===== src/rtl/wb_intercon_pkg.sv =====
// Shared definitions for the Wishbone interconnect: FSM states and the
// slave select indices of the channel and clock blocks.
package wb_intercon_pkg;

    typedef enum logic [1:0] {
        ST_IDLE   = 2'd0,
        ST_ACTIVE = 2'd1,
        ST_RESP   = 2'd2,
        ST_DONE   = 2'd3
    } wb_state_e;

    localparam int SL_CH1  = 0;
    localparam int SL_CH2  = 1;
    localparam int SL_CH3  = 2;
    localparam int SL_CH4  = 3;
    localparam int SL_CH5  = 4;
    localparam int SL_CH6  = 5;
    localparam int SL_CH7  = 6;
    localparam int SL_CH8  = 7;
    localparam int SL_CLKA = 8;
    localparam int SL_CLKB = 9;
    localparam int SL_CLKC = 10;
    localparam int SL_CLKD = 11;

    function automatic logic is_mapped(input int sel, input int num_slaves);
        return sel < num_slaves;
    endfunction

endpackage


===== src/rtl/wb_intercon_watchdog.sv =====
// No-ack watchdog: counts enabled cycles from zero and flags the cycle
// in which the count reaches TIMEOUT-1.
module wb_watchdog #(
    parameter int TO_W    = 8,
    parameter int TIMEOUT = 255
) (
    input  logic clk_i,
    input  logic rst_i,
    input  logic clr_i,
    input  logic en_i,
    output logic expire_o
);

    logic [TO_W-1:0] cnt_q;

    always_ff @(posedge clk_i) begin
        if (rst_i || clr_i) begin
            cnt_q <= '0;
        end else if (en_i) begin
            cnt_q <= cnt_q + TO_W'(1);
        end
    end

    assign expire_o = en_i && (cnt_q == TO_W'(TIMEOUT - 1));

endmodule


===== src/rtl/wb_intercon.sv =====
// Single-master, N-slave Wishbone interconnect with registered strobe,
// data and ack paths, a no-ack watchdog and error capture.
module wb_intercon
    import wb_intercon_pkg::*;
#(
    parameter int NUM_SLAVES = 12,
    parameter int ADR_W      = 8,
    parameter int SEL_W      = 4,
    parameter int DAT_W      = 8,
    parameter int TIMEOUT    = 255,
    parameter int TO_W       = 8,
    parameter int ECNT_W     = 8
) (
    input  logic                        clk_i,
    input  logic                        rst_i,
    input  logic                        m_stb_i,
    input  logic                        m_we_i,
    input  logic [ADR_W-1:0]            m_adr_i,
    input  logic [DAT_W-1:0]            m_dat_i,
    output logic [DAT_W-1:0]            m_dat_o,
    output logic                        m_ack_o,
    output logic                        m_err_o,
    output logic [NUM_SLAVES-1:0]       s_stb_o,
    output logic                        s_we_o,
    output logic [ADR_W-SEL_W-1:0]      s_adr_o,
    output logic [DAT_W-1:0]            s_dat_o,
    input  logic [NUM_SLAVES*DAT_W-1:0] s_dat_i,
    input  logic [NUM_SLAVES-1:0]       s_ack_i,
    input  logic                        err_clr_i,
    output logic [ECNT_W-1:0]           err_cnt_o,
    output logic [ADR_W-1:0]            err_adr_o
);

    wb_state_e             state_q;
    logic [SEL_W-1:0]      sel_q;
    logic [ADR_W-1:0]      adr_q;
    logic                  we_q;
    logic [DAT_W-1:0]      wdat_q;
    logic [DAT_W-1:0]      rdat_q;
    logic                  ack_q;
    logic                  err_q;
    logic [NUM_SLAVES-1:0] stb_q;
    logic [ECNT_W-1:0]     ecnt_q;
    logic [ECNT_W-1:0]     ecnt_d;
    logic [ADR_W-1:0]      eadr_q;

    logic [SEL_W-1:0] req_sel;
    logic             req_ok;
    logic             sel_ok;
    logic             ack_sel;
    logic             wd_exp;
    logic             active;
    logic             err_evt;
    logic [DAT_W-1:0] rd_sel;

    assign req_sel = m_adr_i[ADR_W-1 -: SEL_W];
    assign req_ok  = is_mapped(int'(req_sel), NUM_SLAVES);
    assign sel_ok  = is_mapped(int'(sel_q), NUM_SLAVES);
    assign ack_sel = sel_ok && s_ack_i[sel_q];
    assign rd_sel  = s_dat_i[int'(sel_q)*DAT_W +: DAT_W];
    assign active  = (state_q == ST_ACTIVE);

    // An abandoned transfer never reports an error.
    assign err_evt = active && m_stb_i &&
                     (!sel_ok || (!ack_sel && wd_exp));

    wb_watchdog #(
        .TO_W    (TO_W),
        .TIMEOUT (TIMEOUT)
    ) u_wdog (
        .clk_i    (clk_i),
        .rst_i    (rst_i),
        .clr_i    (!active),
        .en_i     (active),
        .expire_o (wd_exp)
    );

    always_comb begin
        ecnt_d = ecnt_q;
        if (err_clr_i) begin
            ecnt_d = err_evt ? ECNT_W'(1) : '0;
        end else if (err_evt && (ecnt_q != '1)) begin
            ecnt_d = ecnt_q + ECNT_W'(1);
        end
    end

    always_ff @(posedge clk_i) begin
        if (rst_i) begin
            state_q <= ST_IDLE;
            sel_q   <= '0;
            adr_q   <= '0;
            we_q    <= 1'b0;
            wdat_q  <= '0;
            rdat_q  <= '0;
            ack_q   <= 1'b0;
            err_q   <= 1'b0;
            stb_q   <= '0;
            ecnt_q  <= '0;
            eadr_q  <= '0;
        end else begin
            ack_q  <= 1'b0;
            err_q  <= 1'b0;
            ecnt_q <= ecnt_d;
            if (err_evt) begin
                eadr_q <= adr_q;
            end
            unique case (state_q)
                ST_IDLE: begin
                    if (m_stb_i) begin
                        sel_q   <= req_sel;
                        adr_q   <= m_adr_i;
                        we_q    <= m_we_i;
                        wdat_q  <= m_dat_i;
                        state_q <= ST_ACTIVE;
                        if (req_ok) begin
                            stb_q <= NUM_SLAVES'(1) << req_sel;
                        end
                    end
                end
                ST_ACTIVE: begin
                    if (!m_stb_i) begin
                        stb_q   <= '0;
                        state_q <= ST_IDLE;
                    end else if (!sel_ok) begin
                        err_q   <= 1'b1;
                        state_q <= ST_RESP;
                    end else if (ack_sel) begin
                        stb_q   <= '0;
                        ack_q   <= 1'b1;
                        rdat_q  <= we_q ? '0 : rd_sel;
                        state_q <= ST_RESP;
                    end else if (wd_exp) begin
                        stb_q   <= '0;
                        err_q   <= 1'b1;
                        state_q <= ST_RESP;
                    end
                end
                ST_RESP: begin
                    state_q <= ST_DONE;
                end
                ST_DONE: begin
                    if (!m_stb_i) begin
                        state_q <= ST_IDLE;
                    end
                end
                default: begin
                    state_q <= ST_IDLE;
                end
            endcase
        end
    end

    assign m_dat_o   = rdat_q;
    assign m_ack_o   = ack_q;
    assign m_err_o   = err_q;
    assign s_stb_o   = stb_q;
    assign s_we_o    = we_q;
    assign s_adr_o   = adr_q[ADR_W-SEL_W-1:0];
    assign s_dat_o   = wdat_q;
    assign err_cnt_o = ecnt_q;
    assign err_adr_o = eadr_q;

endmodule


===== config.mk =====
export PLATFORM = sky130hd
export DESIGN_NAME = wb_intercon
export DESIGN_NICKNAME = d
export VERILOG_FILES = /design/src/rtl/wb_intercon_pkg.sv /design/src/rtl/wb_intercon_watchdog.sv /design/src/rtl/wb_intercon.sv
export SDC_FILE = /design/constraint.sdc
export NUM_CORES = 1
export LEC_CHECK = 0
export ABC_AREA = 1
export CAP_MARGIN = 20
export CORE_MARGIN = 2
export CORE_UTILIZATION = 45
export CTS_CLUSTER_DIAMETER = 50
export DETAILED_ROUTE_END_ITERATION = 6
export PLACE_DENSITY_LB_ADDON = 0.3
export SYNTH_ARGS = -nofsm -noshare
export SYNTH_HDL_FRONTEND = slang
export SYNTH_SLANG_ARGS = --single-unit

===== constraint.sdc =====
create_clock -name clk_i -period 3.6 [get_ports clk_i]
set_input_delay 1.08 -clock clk_i [delete_from_list [all_inputs] [get_ports clk_i]]
set_output_delay 1.08 -clock clk_i [all_outputs]
set_load 0.05 [all_outputs]

# Yosys cells after proc, flatten, opt, wreduce, memory -nomap -nowiden
# Cells that the tools add are included.
[classes]
addsub = 2
n_lt_le_gt_ge = 3
n_eq_ne = 11
shift = 2
n_mux = 24
bitwise_logic = 3
reduce_logical = 20
[op_table]
columns = ["op", "count"]
rows = [
  ["$shiftx 96x8->8", 1],
  ["$mux 12", 6],
  ["$mux 8", 3],
  ["$pmux 12 s2", 1],
  ["$add 8x1->8 const B", 2],
  ["$mux 2", 6],
  ["$shl 1x4->12 const A", 1],
  ["$eq 8x8->1 const B", 1],
  ["$lt 4x4->1 const B", 2],
  ["$ne 8x8->1 const B", 1],
  ["$pmux 2 s4", 1],
  ["$logic_and 1x1->1", 6],
  ["$mux 1", 6],
  ["$ne 2x2->1 const B", 3],
  ["$lt 4x5->1 const B", 1],
  ["$ne 5x5->1 const B", 1],
  ["$reduce_and 5->1", 1],
  ["$bmux 1 s4", 1],
  ["$eq 2x2->1 const B", 2],
  ["$ne 4x4->1 const B", 1],
  ["$reduce_and 4->1", 1],
  ["$reduce_bool 2->1", 2],
  ["$reduce_or 4->1", 1],
  ["$logic_not 1->1", 3],
  ["8 further kinds", 11],
]
[word_totals]
ff_bits = 69

# Longest topological paths before layout
# Gate-level depths: netlist of run 1.
[depth]
depth_word = 10
depth_mapped = 13
mapped_depth_nobuf = 13

# Hierarchy
# Synthesis of run 1 repeated with hierarchy kept, for this count alone.
[hier_totals]
cells_unflattened = 556
hier_area_um2 = 3742.3
[by_module_without_submodules]
columns = ["module", "n_inst", "cells_per_inst", "area_each_um2"]
rows = [
  ["wb_intercon", 1, 504, 3348.2],
  ["wb_watchdog", 1, 52, 394.1],
]

# Worst setup path after synthesis of run 1
# No wires, ideal clock.
[synth_path]
kind = "input to register"
start = "in s_ack_i[1]"
end = "reg ecnt_q[0], in the netlist err_cnt_o[0]"
t_arrival_ns = 2.013
slack_ns = 1.474
path_stages = 12
cell_sequence = "nand2_1 > nand3_1 > nand3_1 > nand2_1 > nand2_1 > nand3_1 > nand2_2 > nand2_1 > nand2_1 > nand2_1 > nand2_1 > nand2_1"
[synth_between]
elab_chain_len = 9
elab_cells_between_ends = 11
classes_between = "mux (4); reduce/logical (7)"
[synth_rtl]
columns = ["item", "line_no", "text"]
rows = [
  ["start, declared", "wb_intercon.sv:28", "input logic [NUM_SLAVES-1:0] s_ack_i,"],
  ["$bmux 1 s4 *", "wb_intercon.sv:59", "assign ack_sel = sel_ok && s_ack_i[sel_q];"],
  ["$mux 1 (implied by the code) *", "wb_intercon.sv:59", ""],
  ["$logic_and 1x1->1 *", "wb_intercon.sv:59", ""],
  ["$logic_not 1->1 *", "wb_intercon.sv:65", "(!sel_ok || (!ack_sel && wd_exp));"],
  ["$logic_and 1x1->1 *", "wb_intercon.sv:65", ""],
  ["$logic_or 1x1->1 *", "wb_intercon.sv:65", ""],
  ["$logic_and 1x1->1 *", "wb_intercon.sv:64", "assign err_evt = active && m_stb_i &&"],
  ["$mux 1 or $logic_and 1x1->1 (tied branches)", "wb_intercon.sv:81, wb_intercon.sv:82", ""],
  ["$mux 8 or $reduce_bool 2->1 (tied branches)", "n/a", ""],
  ["end signal, assigned", "wb_intercon.sv:103", "ecnt_q <= ecnt_d;"],
  ["end, declared", "wb_intercon.sv:43", "logic [ECNT_W-1:0] ecnt_q;"],
]
# Mark *: on every way between the ends. The rest lies on a longest branch, timed or not. The select of a mux whose other input is x is not followed.
# A chain may end at the register's enable or synchronous reset.

# Final worst setup path of run 1
[layout_path]
start = "reg we_q, in the netlist s_we_o"
end = "out s_we_o"
[layout_lines]
columns = ["item", "line_no", "text"]
rows = [
  ["start, declared", "wb_intercon.sv:37", "logic we_q;"],
  ["start signal, assigned", "wb_intercon.sv:112", "we_q <= m_we_i;"],
  ["end, declared", "wb_intercon.sv:24", "output logic s_we_o,"],
]
# No word-level cell between the ends.

==> reports/qor.csv, run 1 <==
metric,value,unit
Clock Pin Slew Worst Setup and Hold Paths,0.07,ns
H-tree Lvls,3,
Max Clock Freq,0.3438,GHz
TNS Setup,0,ns
Syn Std Cell Area,3760,um^2
top cell type by total area after synthesis,dfxtp_1,
P&R area growth vs syn,52.81,%
worst-path cell chain,clkdlybuf4s50_1,
Critical-path top delay cell,clkdlybuf4s50_1,
WL per Instance,14.97,um
DRT iter0 DRCs,235,
Top Ports,180,
worst r2r dst,err_cnt_o[0],
Yosys Warn Count,0,
R2R Setup Slk,1.32,ns
most frequent cells in the layout,"clkdlybuf4s50_1 (179), nor2_1 (142), nand2_1 (83), nand3_1 (72), dfxtp_1 (65)",
Post-DP Area,5548,um^2
Leak Pwr,0.002359,uW
Seq cells post-synth,65,
Die ar.,9102,um^2
design area,5746,um^2
NumNets Final,880,
clock skew,0.01287,ns
vias per cell,5.283,
port bufs,179,
largest net degree at the start of global routing,56,
CTS Hold Bufs,0,
CTS Root Cell,clkbuf_8,
Setup WS post-layout,0.6909,ns
hold path start,u_wdog.cnt_q[4],
RSZ-0062 raised after global routing,no,
crit share post-route,80.81,%
fill cell count,673,
"most common cell after layout, fill and taps aside",clkdlybuf4s50_1,
slew margin rel.,59.67,%
"delay-heaviest family, CP",buffers and inverters,
Startpoint Class,flip-flop,
"Slew Viols, Final",0,
antenna cells,0,
Multi-input gate area,2136,um^2
Hold WC Path Type,flip-flop to flip-flop,
overall power,2199,uW
Hold Fails Final Rpt,0,
initial antenna violation count,0,
"critical path fanouts, max",10,
drt pass-1 iters,5,
DIE HEIGHT,95.41,um
CTS Sinks,65,
# DRC,0,
Die W,95.41,um
crit path capture type,output pin,
Hold EP,u_wdog.cnt_q[4],
Site Rows,33,
Post-CTS Setup Inserts,0,
Worst VDD drop,0.2831,mV
top-area cell type share of the netlist area,34.61,%
CTS resizes,0,
average cell area after synthesis,6.394,um^2
All-Layer GR Usage,28.34,%
R2R Path Start,sel_q[1],
global-route wire length before repair,20140,um
core area,8175,um^2
TritonCTS Buffers,9,
Reg2Reg Depth,13,
Post-Route WL,12840,um
Worst Path Buf+Inv,1,
critical path class,flip-flop to output pin,
CTS tree,done,
sequential area share after synthesis,34.61,%
min Tclk post-route,2.909,ns
outcome,"complete, no violations",
max-cap violations,0,
routability congestion estimate,0.8658,
GRT overflow,0,
FF+latch area,1301,um^2
vias in the first global route,4274,
Synth Instances,588,
Post-DRT Antenna Nets,0,
Pwr Density,382.8,nW/um^2
dpl ws,0.5854,ns
Crit path largest cell delay,0.89,ns
layout cells sized above 1,6.109,%
WHS Path Cells,2,
final setup violation count,0,
Max clock buf depth,2,
Netlist cell types,31,
"top cells by area, synth","dfxtp_1 (35%), nor2_1 (14%), nand3_1 (9.6%), nand2_1 (8.3%), o21ai_0 (7.9%)",
"Req. time, crit path",2.52,ns
arrival time at the worst endpoint,1.83,ns
Initial Util,45.99,%
syn nets,720,
Worst-Skew Late Latency,0.35,ns
Worst-Margin Slew,0.6030,ns
Final HPWL DP,9447,um
via count,4533,
[routing by layer]
layer  part of all wire (%)  GRT usage [%]  wire length, um
met1                     41          33.10             5288
met2                     46          48.00             5890
met3                     10          9.565             1280
met4                    3.0          10.83              380
met5                      0              0                0
[report_power, final]
part | internal (uW) | switching (uW) | total, uW
clock network | 341 | 283 | 624
logic | 327 | 443 | 771
registers | 770 | 35.1 | 805
total | 1440 | 762 | 2200
[how the worst max path moves through the flow]
| stage | from | endpoint | slack, ns | depth (start not counted) |
|---|---|---|---|---|
| floorplan | s_ack_i[1] | err_cnt_o[0] | 1.47 | 12 |
| global placement | m_stb_i | err_cnt_o[0] | 0.70 | 10 |
| detailed placement | m_stb_i | err_cnt_o[0] | 0.59 | 10 |
| CTS | s_we_o | s_we_o | 0.67 | 1 |
| global route | s_we_o | s_we_o | 0.61 | 1 |
| finish | s_we_o | s_we_o | 0.69 | 1 |
[per-stage QoR]
stage	hold slack [ns]	std cells	util (%)
global route	0.4676	858	70.28
detailed placement	0.4429	842	67.86
floorplan	0.4208	588	-
global placement	0.4370	842	67.86
CTS	0.4543	858	70.28
finish	0.4517	858	70.28
[sequential cells by signal (all words and copies together), names as in the netlist, named ones only]
name and count:
state_q 1, s_stb_o 12, u_wdog.cnt_q 8, s_dat_o 8, s_we_o 1, sel_q 4
m_err_o 1, err_adr_o 8, err_cnt_o 8, m_ack_o 1, m_dat_o 8, adr_q 4
[cells by family after synthesis]
family                   Yosys count  share of synthesized area (%)
AND/OR/NAND/NOR                  336                          38.97
AO/OA/AOI/OAI                    107                          15.67
buffers and inverters             72                          8.586
flip-flops                        65                          34.61
XOR/XNOR                           5                          1.165
adder cells (fa/ha/maj)            3                         0.9984
[cell type report]
type / count / area share, %
Multi-Input combinational cell: 451 / 37.17
Timing Repair Buffer: 187 / 32.23
Sequential cell: 65 / 22.65
Clock buffer: 12 / 2.526
Tap cell: 105 / 2.287
Inverter: 34 / 2.221
Clock inverter: 4 / 0.9146
[cells in the mapped netlist]
cell	n
or2_1	1
buf_6	3
nor2_8	1
xnor2_1	1
buf_2	9
nor2_1	142
a21oi_1	22
nand2_1	83
nor4_2	1
clkbuf_1	20
nor3b_1	1
xor2_1	4
inv_1	32
nand2_2	1
and2_4	1
o21ai_0	59
o211ai_1	16
buf_4	5
nand3_1	72
buf_1	1
nor2_2	1
a31oi_1	1
inv_2	2
a211oi_1	1
or2_2	17
dfxtp_1	65
o22ai_1	8
nand4_1	7
nand3b_1	1
ha_1	3
nor3_1	7
Note: power is estimated with default switching activity, not from simulation.
==> run 2: changes to the inputs <==
--- a/config.mk
+++ b/config.mk
@@ -8,7 +8,7 @@
 export ABC_AREA = 1
 export CAP_MARGIN = 20
 export CORE_MARGIN = 2
-export CORE_UTILIZATION = 45
+export CORE_UTILIZATION = 41
 export CTS_CLUSTER_DIAMETER = 50
 export DETAILED_ROUTE_END_ITERATION = 6
 export PLACE_DENSITY_LB_ADDON = 0.3
==> constraint.sdc (replaced) <==
create_clock -name clk_i -period 2.8 [get_ports clk_i]
set_input_delay 0.84 -clock clk_i [delete_from_list [all_inputs] [get_ports clk_i]]
set_output_delay 0.84 -clock clk_i [all_outputs]
set_load 0.05 [all_outputs]
==> run 2 against run 1 <==
Effect of this change: sequential share of layout area decreased by 0.30 points; register-to-register slack worse by 0.61 ns; die area rose by 9.3%; critical path depth increased by 1; global-route usage down 3.2 points; clock skew increased by 0.0013 ns; clock-buffer cell count down 2; critical endpoint unchanged.
==> reports/qor.csv, run 2 (synthesis gave the netlist of run 1 again) <==
metric,value,unit
met3 WL,1028,um
CTS Root Cell,clkbuf_8,
"critical path fanouts, max",10,
Post-CTS Setup Inserts,0,
WHS Path Cells,2,
Worst-Skew Late Latency,0.34,ns
Top Ports,180,
dpl cells,849,
Post-DRT Antenna Nets,0,
crit share post-route,88.81,%
slew margin rel.,62.67,%
TritonCTS Buffers,9,
drt pass-1 iters,5,
Die W,99.76,um
fin cells,865,
CTS Hold Bufs,0,
port bufs,179,
WL met1,5479,um
TNS Setup,0,ns
Hold Fails Final Rpt,0,
final setup violation count,0,
arrival time at the worst endpoint,1.65,ns
Setup WS post-layout,0.3133,ns
WL per Instance,14.29,um
Max Clock Freq,0.4021,GHz
Hold WC Path Type,flip-flop to flip-flop,
Final HPWL DP,9447,um
CTS tree,done,
Site Rows,34,
worst r2r dst,err_cnt_o[0],
# DRC,0,
max reg flops,12,
Pwr Density,502.5,nW/um^2
"Req. time, crit path",1.96,ns
critical path class,flip-flop to output pin,
routability congestion estimate,0.8393,
Worst VDD drop,0.4832,mV
Max clock buf depth,2,
crit path capture type,output pin,
Startpoint Class,flip-flop,
Leak Pwr,0.002400,uW
met2 WL,5555,um
"most common cell after layout, fill and taps aside",clkdlybuf4s50_1,
max-cap violations,0,
"Slew Viols, Final",0,
core area,8806,um^2
clock skew,0.01416,ns
CTS Sinks,65,
Post-Route WL,12360,um
H-tree Lvls,3,
NumNets Final,884,
CTS resizes,0,
RSZ-0062 raised after global routing,no,
R2R Setup Slk,0.71,ns
vias in the first global route,4277,
R2R Path Start,sel_q[0],
global-route wire length before repair,20360,um
overall power,2926,uW
hold path start,u_wdog.cnt_q[4],
antenna cells,0,
Hold EP,u_wdog.cnt_q[4],
via count,4475,
min Tclk post-route,2.487,ns
GRT overflow,0,
most frequent cells in the layout,"clkdlybuf4s50_1 (179), nor2_1 (142), nand2_1 (83), nand3_1 (72), dfxtp_1 (65)",
dpl ws,0.1729,ns
Die ar.,9952,um^2
DIE HEIGHT,99.76,um
DRT iter0 DRCs,209,
Reg2Reg Depth,13,
Initial Util,42.70,%
All-Layer GR Usage,25.09,%
largest net degree at the start of global routing,47,
highest routed layer,met4,
P&R area growth vs syn,54.88,%
vias per cell,5.173,
initial antenna violation count,0,
post-layout util,66.13,%
Worst-Margin Slew,0.5582,ns
Clock Pin Slew Worst Setup and Hold Paths,0.07,ns
outcome,"complete, no violations",
layout cells sized above 1,6.869,%
run 2: cell types whose count changed in the layout (fill, tap and decap cells not counted):
cell	change
buf_12	+1
clkbuf_1	-2
bufinv_16	+1
buf_4	+3
clkinv_4	+1
run 2: worst max-delay path, cell delays in order, from the launching register on:
cell	delay (ns)
dfxtp_1	0.31
buf_4	0.16
clkdlybuf4s50_1	0.84
run 2: routing by layer:
layer	track usage, %	vias to the layer above
met4	8.430	0
met5	0	-
met2	41.27	172
met1	32.54	2011
met3	5.692	25
li1	-	2267
run 2: layout make-up:
cell class / instances / area, um^2
timing repair buffer: 191 / 1894
fill: 801 / 2983
multi-input combinational: 451 / 2136
sequential: 65 / 1301
inverter: 34 / 127.6
tap: 108 / 135.1
clock buffer: 10 / 137.6
clock inverter: 6 / 91.34
run 2: worst max-delay path by stage:
stage                        end  slack (ns)         start
global route              s_we_o        0.25        s_we_o
global placement      m_dat_o[6]        0.22    s_ack_i[1]
floorplan           err_cnt_o[6]        0.87  err_cnt_o[0]
CTS                       s_we_o        0.29        s_we_o
detailed placement    m_dat_o[1]        0.17    s_ack_i[1]
finish                    s_we_o        0.31        s_we_o
run 2: power by group:
group          total [uW]  internal (uW)  leakage, uW  switching [uW]
clock network         902            528     0.000116             373
logic                 988            428      0.00175             560
registers            1040            989     0.000530            47.1
run 2: metrics by stage:
step                      hold WS (ns)  instance area [um^2]
after floorplan                 0.4208                  3760
after global placement          0.4329                  5594
after detailed placement        0.4519                  5594
after CTS                       0.4621                  5823
after global routing            0.5058                  5823
final                           0.4554                  5823
==> patch 1 (settings of run 2) <==
The parameter `SEL_W` goes from 4 to 5.
--- a/src/rtl/wb_intercon.sv
+++ b/src/rtl/wb_intercon.sv
@@ -5,7 +5,7 @@
 #(
     parameter int NUM_SLAVES = 12,
     parameter int ADR_W      = 8,
-    parameter int SEL_W      = 4,
+    parameter int SEL_W      = 5,
     parameter int DAT_W      = 8,
     parameter int TIMEOUT    = 255,
     parameter int TO_W       = 8,
Ports: changed (resized s_adr_o); port bits go from 180 to 179. The function was not compared with the original's and may differ.
==> patch 1 against run 2 <==
Design area fell by 2.4%. Area after synthesis fell by 2.8%. Worst setup slack improved by 0.034 ns. Sequential cell count unchanged. Cell count decreased by 2.7%. First-iteration DRC count shrank 8.1%. Routed wire length up 3.7%. Global-route usage increased by 1.2 points. Power shrank 3.8%. Critical endpoint is now err_cnt_o[7]. Highest routed layer unchanged.
==> patch 1: results (changes against run 2) <==
Reg2Reg Depth: 13 (unchanged)
Worst Hold Path Cells: 2 (unchanged)
sequential area share after synthesis: 35.60% (+1.0 points)
Primary FF master, synth: dfxtp_1
clock slew at reported path FFs: 0.08 ns
placed cell count: 826 (-2.7%)
layout cells sized above 1: 5.858% (-1.0 points)
IO buf count: 178 (-0.56%)
Gate Count Post-Synth: 565 (-3.9%)
async set-reset flop share out of synthesis: 0% (unchanged)
crit-path max FO: 4 (-6)
first-iteration detailed-routing DRC count: 192 (-8.1%)
Synth warnings: 0 (unchanged)
Tot GR Track Use: 26.29% (+1.2 points)
CTS max path bufs: 2 (unchanged)
Pleak: 2.228 nW (-7.2%)
worst IR drop on VDD: 0.4508 mV (-6.7%)
Post-CTS Setup Bufs: 0 (unchanged)
post-DP HPWL: 9.673 mm (+2.4%)
Inserted Diodes: 0 (unchanged)
Area contributors post-synth: dfxtp_1 36%, nor2_1 15%, o21ai_0 11%
max reg flops: 12 (unchanged)
DP Area: 5470 um^2 (-2.2%)
RD Place Congestion: 0.9414 (+12%)
WL per Instance: 15.22 um (+6.5%)
Critical-path top delay cell: clkdlybuf4s50_1
vias per inst: 5.298 (+2.4%)
total CTS buffers: 9 (unchanged)
pin count of the biggest net entering global routing: 56 (+19%)
Top delay family on crit path: buffers and inverters
top cells by count, synth: 145 x nor2_1, 77 x o21ai_0, 65 x dfxtp_1, 59 x nand2_1, 40 x inv_1
Clk Latency, worst-skew pair: 0.35 ns
Worst slew margin: 57.83% (-4.8 points)
drt pass-1 iters: 4 (-1)
fin cells: 842 (-2.7%)
Final nets: 861 (-2.6%)
clk_skew: 0.01535 ns (+0.001189 ns)
Post-CTS Resized: 0 (unchanged)
status: completed
Synth cell types: 31 (unchanged)
max incr delay on CP: 0.84 ns (about the same)
worst min-delay path category: flip-flop to flip-flop
antenna violations before repair: 0 (unchanged)
H-tree depth: 3 (unchanged)
worst path arrival time: 1.61 ns (-0.04 ns)
global-route wire length before repair: 20.87 mm (+2.5%)
vias in the first global route: 4,356 (+1.8%)
DP Worst Slack: 0.1768 ns (+0.003940 ns)
Post-Syn Nets: 697 (-3.2%)
CTS root buf: clkbuf_8
==> patch 1: stage by stage <==
step / utilization, % / hold slack (ns)
6_report: 65.48 / 0.4497
3_5_place_dp: 63.03 / 0.4413
2_1_floorplan: - / 0.4207
5_1_grt: 65.48 / 0.4798
4_1_cts: 65.48 / 0.4522
3_3_place_gp: 63.03 / 0.4303
==> patch 1: area by class of cell <==
class | instances | area, um^2
clock buffer | 11 | 151.4
clock inverter | 5 | 61.31
timing repair buffer | 187 | 1849
tap | 108 | 135.1
fill | 787 | 2995
multi-input combinational | 419 | 2008
sequential | 65 | 1301
inverter | 47 | 176.4
==> patch 1: final timing paths <==
check	start	end	slack, ns
hold / removal	u_wdog.cnt_q[4]	u_wdog.cnt_q[4]	0.45
setup reg to reg	sel_q[0]	s_stb_o[3]	0.62
setup / recovery	err_cnt_o[7]	err_cnt_o[7]	0.35
hold reg to reg	u_wdog.cnt_q[4]	u_wdog.cnt_q[4]	0.45
==> patch 1: layer usage <==
metal	up-vias	wire length (um)	track usage, %
li1	2214	-	-
met1	2030	5155	30.31
met2	174	6281	46.73
met3	43	924	6.383
met4	0	452	10.54
met5	-	0	0
==> patch 1: cell families after synthesis <==
kind of cell / synth area share [%]
and+or+nand+nor: 30.19
adders and majority gates: 1.027
xor gates and xnor gates: 1.198
DFF: 35.60
buffers and inverters: 9.449
AOI/OAI and AO/OA: 22.53
==> patch 1: power by group <==
group,total [mW],internal [mW],switching [mW]
Combinational,0.930,0.384,0.545
Sequential,1.03,0.986,0.0464
Clock,0.851,0.466,0.385
Total,2.81,1.84,0.977
==> patch 2 (flow settings as in run 2) <==
Made on the original files. Encoding of `wb_state_e`: now one-hot (4 bits for 4 states).
--- a/src/rtl/wb_intercon_pkg.sv
+++ b/src/rtl/wb_intercon_pkg.sv
@@ -2,11 +2,11 @@
 // slave select indices of the channel and clock blocks.
 package wb_intercon_pkg;
 
-    typedef enum logic [1:0] {
-        ST_IDLE   = 2'd0,
-        ST_ACTIVE = 2'd1,
-        ST_RESP   = 2'd2,
-        ST_DONE   = 2'd3
+    typedef enum logic [3:0] {
+        ST_IDLE   = 4'b0001,
+        ST_ACTIVE = 4'b0010,
+        ST_RESP   = 4'b0100,
+        ST_DONE   = 4'b1000
     } wb_state_e;
 
     localparam int SL_CH1  = 0;
Check against the original RTL: no difference found for any inputs over 4 cycles, from zero or initial values and one cycle with rst_i high; so few cycles prove little.
==> patch 2 against run 2 <==
Area after synthesis up 0.23%. Non-clock buffer count is the same. Hold slack improved by 0.012 ns. Sequential cell count increased by 2. Design area is 1.1% higher. Worst setup slack lost 0.011 ns. Power fell by 2.0%. Routed wire length grew 5.8%.
==> patch 2: results (changes against run 2) <==
max incr delay on CP: 0.82 ns (-0.02 ns)
vias in the first global route: 4,386 (+2.5%)
top cells by count, synth: 118 x nor2_1, 81 x nand2_1, 71 x o21ai_0, 67 x dfxtp_1, 35 x nand3_1
Avg Cell Area, Syn: 6.706 um^2 (+4.9%)
Top delay family on crit path: buffers and inverters
Reg2Reg Depth: 9 (-4)
WL per Instance: 15.54 um (+8.8%)
number of fill cells: 764 (-4.6%)
met2 Usage GRT: 49.43% (+8.2 points)
Post-Syn Nets: 694 (-3.6%)
hold endpoint: s_stb_o[0]
Tot GR Track Use: 26.09% (+1.0 points)
first-iteration detailed-routing DRC count: 223 (+6.7%)
global routing usage on met3: 5.223% (-0.47 points)
Clk Latency, worst-skew pair: 0.35 ns
r2r setup slk: 0.77 ns (+0.06 ns)
min-delay src: s_stb_o[0]
GR Layer Usage met1: 28.90% (-3.6 points)
status: completed
RD Place Congestion: 0.8408 (+0.18%)
Pleak: 2.268 nW (-5.5%)
post-synthesis compound-gate area fraction: 20.55% (+4.9 points)
post-DP HPWL: 9.771 mm (+3.4%)
worst r2r src: sel_q[2]
Synth Area in Adders: 0.9960% (-0.0023 points)
Synth Area in XOR/XNOR: 1.627% (+0.46 points)
Hold Worst Slack: 0.4672 ns (+0.01178 ns)
total CTS buffers: 9 (unchanged)
Synth cell types: 33 (+6.5%)
global-route wire length before repair: 20.91 mm (+2.7%)
layout cells sized above 1: 6.412% (-0.46 points)
clk_skew: 0.009315 ns (-0.004843 ns)
sequential area share after synthesis: 35.59% (+0.98 points)
worst IR drop on VDD: 0.3469 mV (-28%)
-- patch 2: tightest hold or removal path: cells and delay by family, from the launching register on --
kind	cells	cell delay (ns)
DFF	1	0.31
AOI/OAI and AO/OA	1	0.05
and+or+nand+nor	1	0.06
-- patch 2: how the worst max path moves through the flow --
| stage | startpoint | slack (ns) | endpoint |
|---|---|---|---|
| finish | s_we_o | 0.30 | s_we_o |
| global route | s_we_o | 0.26 | s_we_o |
| CTS | s_we_o | 0.29 | s_we_o |
| detailed placement | m_stb_i | 0.20 | s_stb_o[1] |
| global placement | s_ack_i[1] | 0.24 | m_dat_o[7] |
| floorplan | err_cnt_o[0] | 0.85 | err_cnt_o[6] |
-- patch 2: stage by stage --
step	setup slack [ns]	cells	area, um^2
floorplan	0.8499	562	3769
global placement	0.2413	825	5624
detailed placement	0.1999	825	5624
CTS	0.2921	841	5889
global route	0.2596	841	5889
finish	0.3025	841	5889
-- patch 2: layout make-up --
class	instances	share of cell area [%]
tap	108	2.294
inverter	33	2.103
timing repair buffer	191	32.16
clock inverter	6	2.337
sequential	67	22.77
multi-input combinational	426	36.16
clock buffer	10	2.167
-- patch 2: cell families after synthesis --
group	after synthesis
simple gates	276
compound gates	140
buf+inv	69
flops	67
xor+xnor	7
fa+ha+maj	3
-- patch 2: per-layer routing --
metal,vias to the layer above,part of all wire (%)
met2,188,51
met1,2097,39
met3,28,7.1
met4,0,2.5
li1,2236,-
met5,-,0
-- patch 2: report_power, final --
group,leakage [nW],switching [mW],total (mW),internal (mW)
clock network,0.131,0.391,1.08,0.685
registers,0.544,0.0357,1.02,0.989
logic,1.59,0.424,0.766,0.342
